$ cat src/rtl/seven_segment_value_controller.sv
// Value-to-BCD sequencer for the four-digit seven-segment driver: handshake in, double-dabble, atomic publish.
// Optional leading-zero blanking is enabled by defining SEVEN_SEG_LEADING_ZERO_BLANK_EN.
module seven_segment_value_controller #(
  parameter int unsigned BIN_WIDTH = 14
) (
  input  logic                 clk,
  input  logic                 reset,
  input  logic [BIN_WIDTH-1:0] bin_in,
  input  logic [3:0]           dp_in,
  input  logic                 in_valid,
  output logic                 in_ready,
  output logic [15:0]          bcd_out,
  output logic [3:0]           decimal_points,
  output logic                 overflow,
  output logic                 update_done
);

  localparam int unsigned CNT_W   = $clog2(BIN_WIDTH + 1);
  localparam int unsigned CAT_W   = 16 + BIN_WIDTH;
  localparam int unsigned MAX_DEC = 9999;

  typedef enum logic [1:0] {
    S_IDLE,
    S_SHIFT,
    S_PUBLISH
  } state_e;

  state_e               state_q;
  logic [BIN_WIDTH-1:0] shift_q;
  logic [15:0]          scratch_q;
  logic [CNT_W-1:0]     cnt_q;
  logic [3:0]           dp_q;
  logic                 ovf_q;

  logic [15:0]          adj_d;
  logic [CAT_W-1:0]     cat_d;
  logic [15:0]          pub_d;

  assign in_ready = (state_q == S_IDLE);

  // Add-3 correction on every nibble, then the combined left shift.
  always_comb begin
    adj_d = scratch_q;
    for (int i = 0; i < 4; i++) begin
      if (scratch_q[4*i +: 4] >= 4'd5) adj_d[4*i +: 4] = scratch_q[4*i +: 4] + 4'd3;
    end
    cat_d = {adj_d, shift_q} << 1;
  end

`ifdef SEVEN_SEG_LEADING_ZERO_BLANK_EN
  logic blank_d;

  // Blank leading zeros of digits 3..1 until a nonzero digit or a lit decimal point.
  always_comb begin
    pub_d   = ovf_q ? 16'h9999 : scratch_q;
    blank_d = !ovf_q;
    for (int i = 3; i >= 1; i--) begin
      if (blank_d && (scratch_q[4*i +: 4] == 4'd0) && !dp_q[i]) begin
        pub_d[4*i +: 4] = 4'hF;
      end else begin
        blank_d = 1'b0;
      end
    end
  end
`else
  always_comb begin
    pub_d = ovf_q ? 16'h9999 : scratch_q;
  end
`endif

  always_ff @(posedge clk or posedge reset) begin
    if (reset) begin
      state_q        <= S_IDLE;
      shift_q        <= '0;
      scratch_q      <= '0;
      cnt_q          <= '0;
      dp_q           <= '0;
      ovf_q          <= 1'b0;
      bcd_out        <= '0;
      decimal_points <= '0;
      overflow       <= 1'b0;
      update_done    <= 1'b0;
    end else begin
      update_done <= 1'b0;
      case (state_q)
        S_IDLE: begin
          if (in_valid) begin
            shift_q   <= bin_in;
            dp_q      <= dp_in;
            ovf_q     <= (32'(bin_in) > 32'(MAX_DEC));
            scratch_q <= '0;
            cnt_q     <= CNT_W'(BIN_WIDTH);
            state_q   <= S_SHIFT;
          end
        end
        S_SHIFT: begin
          scratch_q <= cat_d[CAT_W-1:BIN_WIDTH];
          shift_q   <= cat_d[BIN_WIDTH-1:0];
          cnt_q     <= cnt_q - CNT_W'(1);
          if (cnt_q == CNT_W'(1)) state_q <= S_PUBLISH;
        end
        S_PUBLISH: begin
          bcd_out        <= pub_d;
          decimal_points <= dp_q;
          overflow       <= ovf_q;
          update_done    <= 1'b1;
          state_q        <= S_IDLE;
        end
        default: state_q <= S_IDLE;
      endcase
    end
  end

endmodule

$ cat config.mk
export PLATFORM = sky130hd
export DESIGN_NAME = seven_segment_value_controller
export DESIGN_NICKNAME = d
export VERILOG_FILES = /design/src/rtl/seven_segment_value_controller.sv
export SDC_FILE = /design/constraint.sdc
export NUM_CORES = 1
export LEC_CHECK = 0
export CAP_MARGIN = 20
export CELL_PAD_IN_SITES_DETAIL_PLACEMENT = 1
export CELL_PAD_IN_SITES_GLOBAL_PLACEMENT = 2
export CORE_MARGIN = 2
export CORE_UTILIZATION = 36
export DETAILED_ROUTE_END_ITERATION = 8
export GPL_TIMING_DRIVEN = 0
export PLACE_DENSITY = 0.81
export SLEW_MARGIN = 10
export SYNTH_ARGS = -nofsm -noshare
export SYNTH_HDL_FRONTEND = slang
export SYNTH_SLANG_ARGS = --single-unit
$ cat constraint.sdc
create_clock -name clk -period 3 [get_ports clk]
set_input_delay 0.6 -clock clk [delete_from_list [all_inputs] [get_ports clk]]
set_output_delay 0.6 -clock clk [all_outputs]
set_load 0.02 [all_outputs]
Yosys cells after proc, flatten, opt, wreduce, memory -nomap -nowiden. Cells that the tools add are included. W data, S select, Z words.

Memory bits (writable): 0. Bits in latches: 0. Output and inout bits: 23. Register bits: 63. ROM bits: 0. Input bits: 21. Memories: 0. Word-level logic and storage cells: 45.

Shift operators: 0. Order comparisons: 5. Reduce and logical (&&, ||, !) cells: 5. $add $sub $neg: 5. Divide/modulo/power cells: 0. $mul: 0. Muxes and demuxes: 15. Equality and inequality tests: 5. Bitwise logic cells: 0.

Operators by type and width (count): $mux W16 (2); $pmux W16 S2 (1); $pmux W14 S2 (1); $ge A4 B3 Y1 const B (4); $mux W4 (4); $gt A14 B14 Y1 const B (1); $mux W14 (1); $add A4 B2 Y4 const B (3); $pmux W4 S2 (1); $reduce_and A2 Y1 (3); $eq A4 B1 Y1 const B (1); $mux W2 (2); $ne A2 B2 Y1 const B (2); $pmux W2 S2 (1); $sub A4 B1 Y4 const B (1); $add A3 B2 Y3 const B (1); $mux W3 (1); $eq A2 B1 Y1 const B (1); $eq A2 B2 Y1 const B (1); $logic_not A2 Y1 (1); $reduce_bool A2 Y1 (1); $mux W1 (1).

Longest topological paths before layout.
Word-level depth: 3. Depth in mapped cells: 6. Mapped depth without buffers: 6.

Least setup slack after synthesis. Ideal clock, no wire load.

Kind: reg2reg. Start: reg scratch_q[8]. End: reg scratch_q[10]. Setup time: 83 ps. Data arrival time: 1433 ps. Cell stages (with the launch flop): 7. Path buffers: 0. Slack: 1485 ps. Clock period less this slack: 1515 ps. Required time: 2917 ps. Cells stage by stage: dfrtp_1 > inv_1 > ha_1 > nand2b_1 > a21oi_1 > mux2_2 > o21ai_0.

Longest elaborated chain between the ends: 3. Elaborated cells between the ends (all ways): 4. Those cells by class: add/sub (1); order compare (1); mux (2).

Ends and longest elaborated chain: from (decl) (RTL line 30) `logic [15:0] scratch_q;`; from (signal assigned) (RTL line 97) `scratch_q <= cat_d[CAT_W-1:BIN_WIDTH];`; $add A4 B2 Y4 / $ge A4 B3 Y1 (equally long branches) (RTL line 45) `if (scratch_q[4*i +: 4] >= 4'd5) adj_d[4*i +: 4] = scratch_q[4*i +: 4] + 4'd3;`; $mux W4 (*) (RTL line 45); $pmux W16 S2 (*) (RTL line 85) `case (state_q)`.

Every way passes the cells marked *; elsewhere a longest branch is shown, timed or not. A chain may end at the register's enable or synchronous reset.

Worst setup path in the final report.
Start: reg state_q[1]. End: out in_ready.

Longest elaborated chain between the ends: 1.

Ends and longest elaborated chain: from (decl) (RTL line 28) `state_e state_q;`; from (signal assigned) (RTL line 73) `state_q <= S_IDLE;`; from (signal assigned) (RTL line 93) `state_q <= S_SHIFT;`; from (signal assigned) (RTL line 100) `if (cnt_q == CNT_W'(1)) state_q <= S_PUBLISH;`; $logic_not A2 Y1 (RTL line 39) `assign in_ready = (state_q == S_IDLE);`; to (decl) (RTL line 11) `output logic in_ready,`.

No other way between the ends.

==> results.md <==
Synth:
- The flip-flop cell with the highest count after synthesis is sky130_fd_sc_hd__dfrtp_1.
- After Yosys synthesis, full adders, half adders and majority gates account for 4.27% of the synthesized area.
- The cell count after synthesis is 303.
- After synthesis, the largest family of logic cells by area is simple AND/OR/NAND/NOR gates.
- The number of nets in the synthesized netlist is 334.
- The share of cell area taken by muxes after synthesis is 3.46%.
- The number of warnings reported in the yosys synthesis log is 0.
- The compound-gate portion of the synthesized area is 13.2%.
- After synthesis, the netlist uses 27 different library cells.
- The synthesized-area fraction occupied by and/or/nand/nor cells is 18.0%.
- The synthesized area is 2930 um2.
- The xor and xnor fraction of the mapped netlist area is 1.79%.
- The number of enable flip-flop cells after synthesis is 0.
- The share of the Yosys chip area taken by registers is 53.8%.
- In this run the mean area of a mapped cell was 9.66 um2.
- Of all flip-flops after synthesis, the portion carrying an async set or reset was 100%.
- The flip-flop and latch count after synthesis is 63.

Setup path:
- Walking the worst path, the cells encountered are nor2_1 > clkdlybuf4s50_1.
- The critical path is of the flop to output port type.
- The stage delay of the slowest cell on the critical path is 0.64 ns.
- STA puts the critical path data required time at 2.40 ns.
- The gate family responsible for the most delay along the worst path is buffers and inverters.
- The minimum setup slack among reg-to-reg paths is 1.26 ns.
- The kind of end point of the critical path is an output port.
- STA classifies the critical path startpoint as a flop.
- The endpoint arrival time on the critical path is 1.56 ns.
- The number of buffers and inverters on the critical path is 1.
- The top fanout value on the critical path is 5.
- The slowest library cell on the worst path is sky130_fd_sc_hd__clkdlybuf4s50_1.

Detailed routing:
- The wire length on met2 is 3.17 mm.
- The detailed router finished its first iteration with 63 violations.
- The first detailed-routing pass ran for 6 iterations.
- The total met3 wirelength after detailed routing is 236 um.
- The total wirelength of the detailed-routed design is 6.77 mm.
- Using the TritonRoute via totals, the vias-per-cell ratio works out to 4.99.
- The routed length per placed instance is 14.6 um.
- The detailed router put a total of 3.28 mm of wire on met1.
- For this run, design rule violations remaining after detail routing come to 0.
- The number of nets with antenna violations after routing is 0.
- The uppermost signal routing layer after detailed routing is met4.
- The via count of the routed design is 2,309.

Clocking:
- Clock-pin slew was measured on the worst setup and hold paths at 0.06 ns.
- The maximum level of the CTS H-tree is 3.
- Post-CTS repair changed the size of 0 cells.
- TritonCTS built the clock tree.
- The post-CTS repair timing setup buffer count is 0.
- The TritonCTS buffer count is 9.
- The total of hold buffers inserted after clock tree synthesis is 0.
- The buffer levels on the longest clock path is 2.
- Clock latency on the worst-skew pair, taken at its later pin, is 0.34 ns.
- Counting every sink on the clock net gives 63.
- The cell at the root of the clock tree is sky130_fd_sc_hd__clkbuf_8.

GRT:
- The global-route congestion overflow total is 0.
- The via count of the first global-routing pass is 2,381.
- The maximum number of pins on one net before global-route repair is 64.
- The total routing resource utilization after global routing is 17.0%.
- The number of antenna violations at the first check in global routing came to 0.
- The first global-routing pass estimated 11.5 mm of wire.

Finish:
- The count of fill cells added during filler insertion is 909.
- The non-filler instance count after layout is 463.
- In the final design database the tool counted 388 nets.
- The area added between synthesis and finish is 26.4%.
- The repair_antennas step left the layout with diodes totalling 0.
- The share of final-layout standard cells stronger than drive strength 1 is 11.1%.

STA:
- Setup repair after global routing left no endpoint under its margin.
- The relative slew slack is 47.4%.
- On the final layout, the worst clock skew is 0.00857 ns.
- The final worst hold slack is 0.476 ns.
- The smallest clock period supported by the final layout is computed as 2.16 ns.
- Setup violations remaining at the end of the flow were counted as 0.
- Of the available clock period, the critical path in the final layout requires 72.0%.
- The number of endpoints with negative hold slack in the final report came to 0.
- Timing would allow up to 463 MHz.
- At the pin with the least slew margin, the transition time is 0.788 ns.
- The total count of max-transition violations in the final report was 0.

Placed design:
- The cell count after placement is 448.
- In this run the tool buffered the top-level ports with 43 buffer cells.
- Detailed placement ended at an HPWL of 4.77 mm.
- The routability-driven placement congestion ratio is 0.757.

Die:
- The core outline area is 7810 um2.
- The count of pins on the block boundary is 44.
- Once the floorplan was initialized, standard cells occupied 37.5% of the core.
- The die covers 8870 um2.
- Measured along the y axis, the die boundary spans 94.2 um.
- The die boundary width is 94.2 um.
- After floorplanning, the core was divided into 32 placement rows.

Run:
- The max-capacitance violation count is 0.

Status:
- The run finished with clean final reports.

Pwr:
- VDD sags by at most 0.325 mV.
- The power density normalized to cell area is 1040 nW/um2.
- The cell leakage power is 1.67 nW.

Worst hold path:
- The path class of the tightest hold or removal check is flop to flop.
-- sequential cells by signal, indices dropped and copies added, names as in the netlist --
register / count
state_q: 2
ovf_q: 1
cnt_q: 4
scratch_q: 16
bcd_out: 16
update_done: 1
shift_q: 14
overflow: 1
decimal_points: 4
dp_q: 4
-- cells by family (layout without fill, tap and decap cells) --
family          after synthesis  after routing
flops                        63             63
buf+inv                      32             90
xor+xnor                      6              6
fa+ha+maj                    10             10
compound gates               65             65
simple gates                118            118
mux                           9              9
-- worst min-delay path, cell delays in order (launching register included) --
cell                      delay, ns
sky130_fd_sc_hd__dfrtp_1       0.34
sky130_fd_sc_hd__nand2_1       0.05
sky130_fd_sc_hd__o21ai_0       0.06
-- where the power goes --
part | internal (mW) | total, mW | switching (mW)
logic | 0.719 | 1.62 | 0.906
clock network | 0.483 | 0.812 | 0.328
registers | 1.19 | 1.42 | 0.233
total | 2.39 | 3.85 | 1.47
-- layer usage --
layer / global-route usage, % / up-vias
met5: 0 / -
met4: 5.07 / 0
met3: 4.82 / 8
met2: 27.7 / 42
met1: 22.0 / 1127
li1: - / 1132
-- cell usage after synthesis (all sizes together), types with 2 or more instances --
| cell type | instances | area (um2) |
|---|---|---|
| nor2 | 23 | 86.3 |
| o21ai | 31 | 155 |
| xnor2 | 5 | 43.8 |
| ha | 10 | 125 |
| nor3b | 3 | 22.5 |
| nor4 | 2 | 12.5 |
| dfrtp | 63 | 1580 |
| and2 | 2 | 12.5 |
| o31ai | 10 | 75.1 |
| nand2 | 60 | 233 |
| a32o | 4 | 40.0 |
| clkbuf | 5 | 18.8 |
| mux2 | 9 | 101 |
| a31oi | 13 | 81.3 |
| buf | 15 | 95.1 |
| inv | 12 | 45.0 |
| nand3 | 14 | 70.1 |
| a21oi | 7 | 35.0 |
| nand2b | 10 | 62.6 |
-- layout by cell type, fill, tap and decap left out, drive strengths merged, types with 3 or more instances in the layout --
master         instances
dfrtp                 63
nand2                 60
clkdlybuf4s50         43
o21ai                 31
nor2                  23
clkbuf                16
buf                   15
nand3                 14
a31oi                 13
inv                   12
nand2b                10
o31ai                 10
ha                    10
mux2                   9
a21oi                  7
xnor2                  5
a32o                   4
nor3b                  3
-- final timing paths --
kind,from,to,cells past startpoint
hold reg to reg,bcd_out[0],bcd_out[0],2
setup reg to reg,scratch_q[1],scratch_q[2],6
setup / recovery,state_q[1],in_ready,2
max in group asynchronous,reset,bcd_out[13],2
hold / removal,bcd_out[0],bcd_out[0],2
min in group asynchronous,reset,cnt_q[3],2
-- cell type report --
class | instances | area, um2 | area share, %
Clock inverter | 4 | 70.1 | 1.89
Multi-Input combinational cell | 208 | 1190 | 32.2
Clock buffer | 11 | 141 | 3.82
Inverter | 12 | 47.5 | 1.29
Buffer | 20 | 114 | 3.08
Tap cell | 102 | 128 | 3.45
Timing Repair Buffer | 43 | 430 | 11.6
Sequential cell | 63 | 1580 | 42.6
-- stage by stage --
stage	TNS [ns]	worst slack, ns	power, mW	util [%]	area [um2]
after floorplan	0	0.830	2.53	-	2930
after global placement	-22.22	-0.356	3.02	44.6	3490
after detailed placement	0	0.898	3.08	44.7	3490
after CTS	0	0.816	3.91	47.4	3700
after global routing	0	0.765	4.20	47.4	3700
final	0	0.840	3.85	47.4	3700
Power figures use the tool's default switching activity.
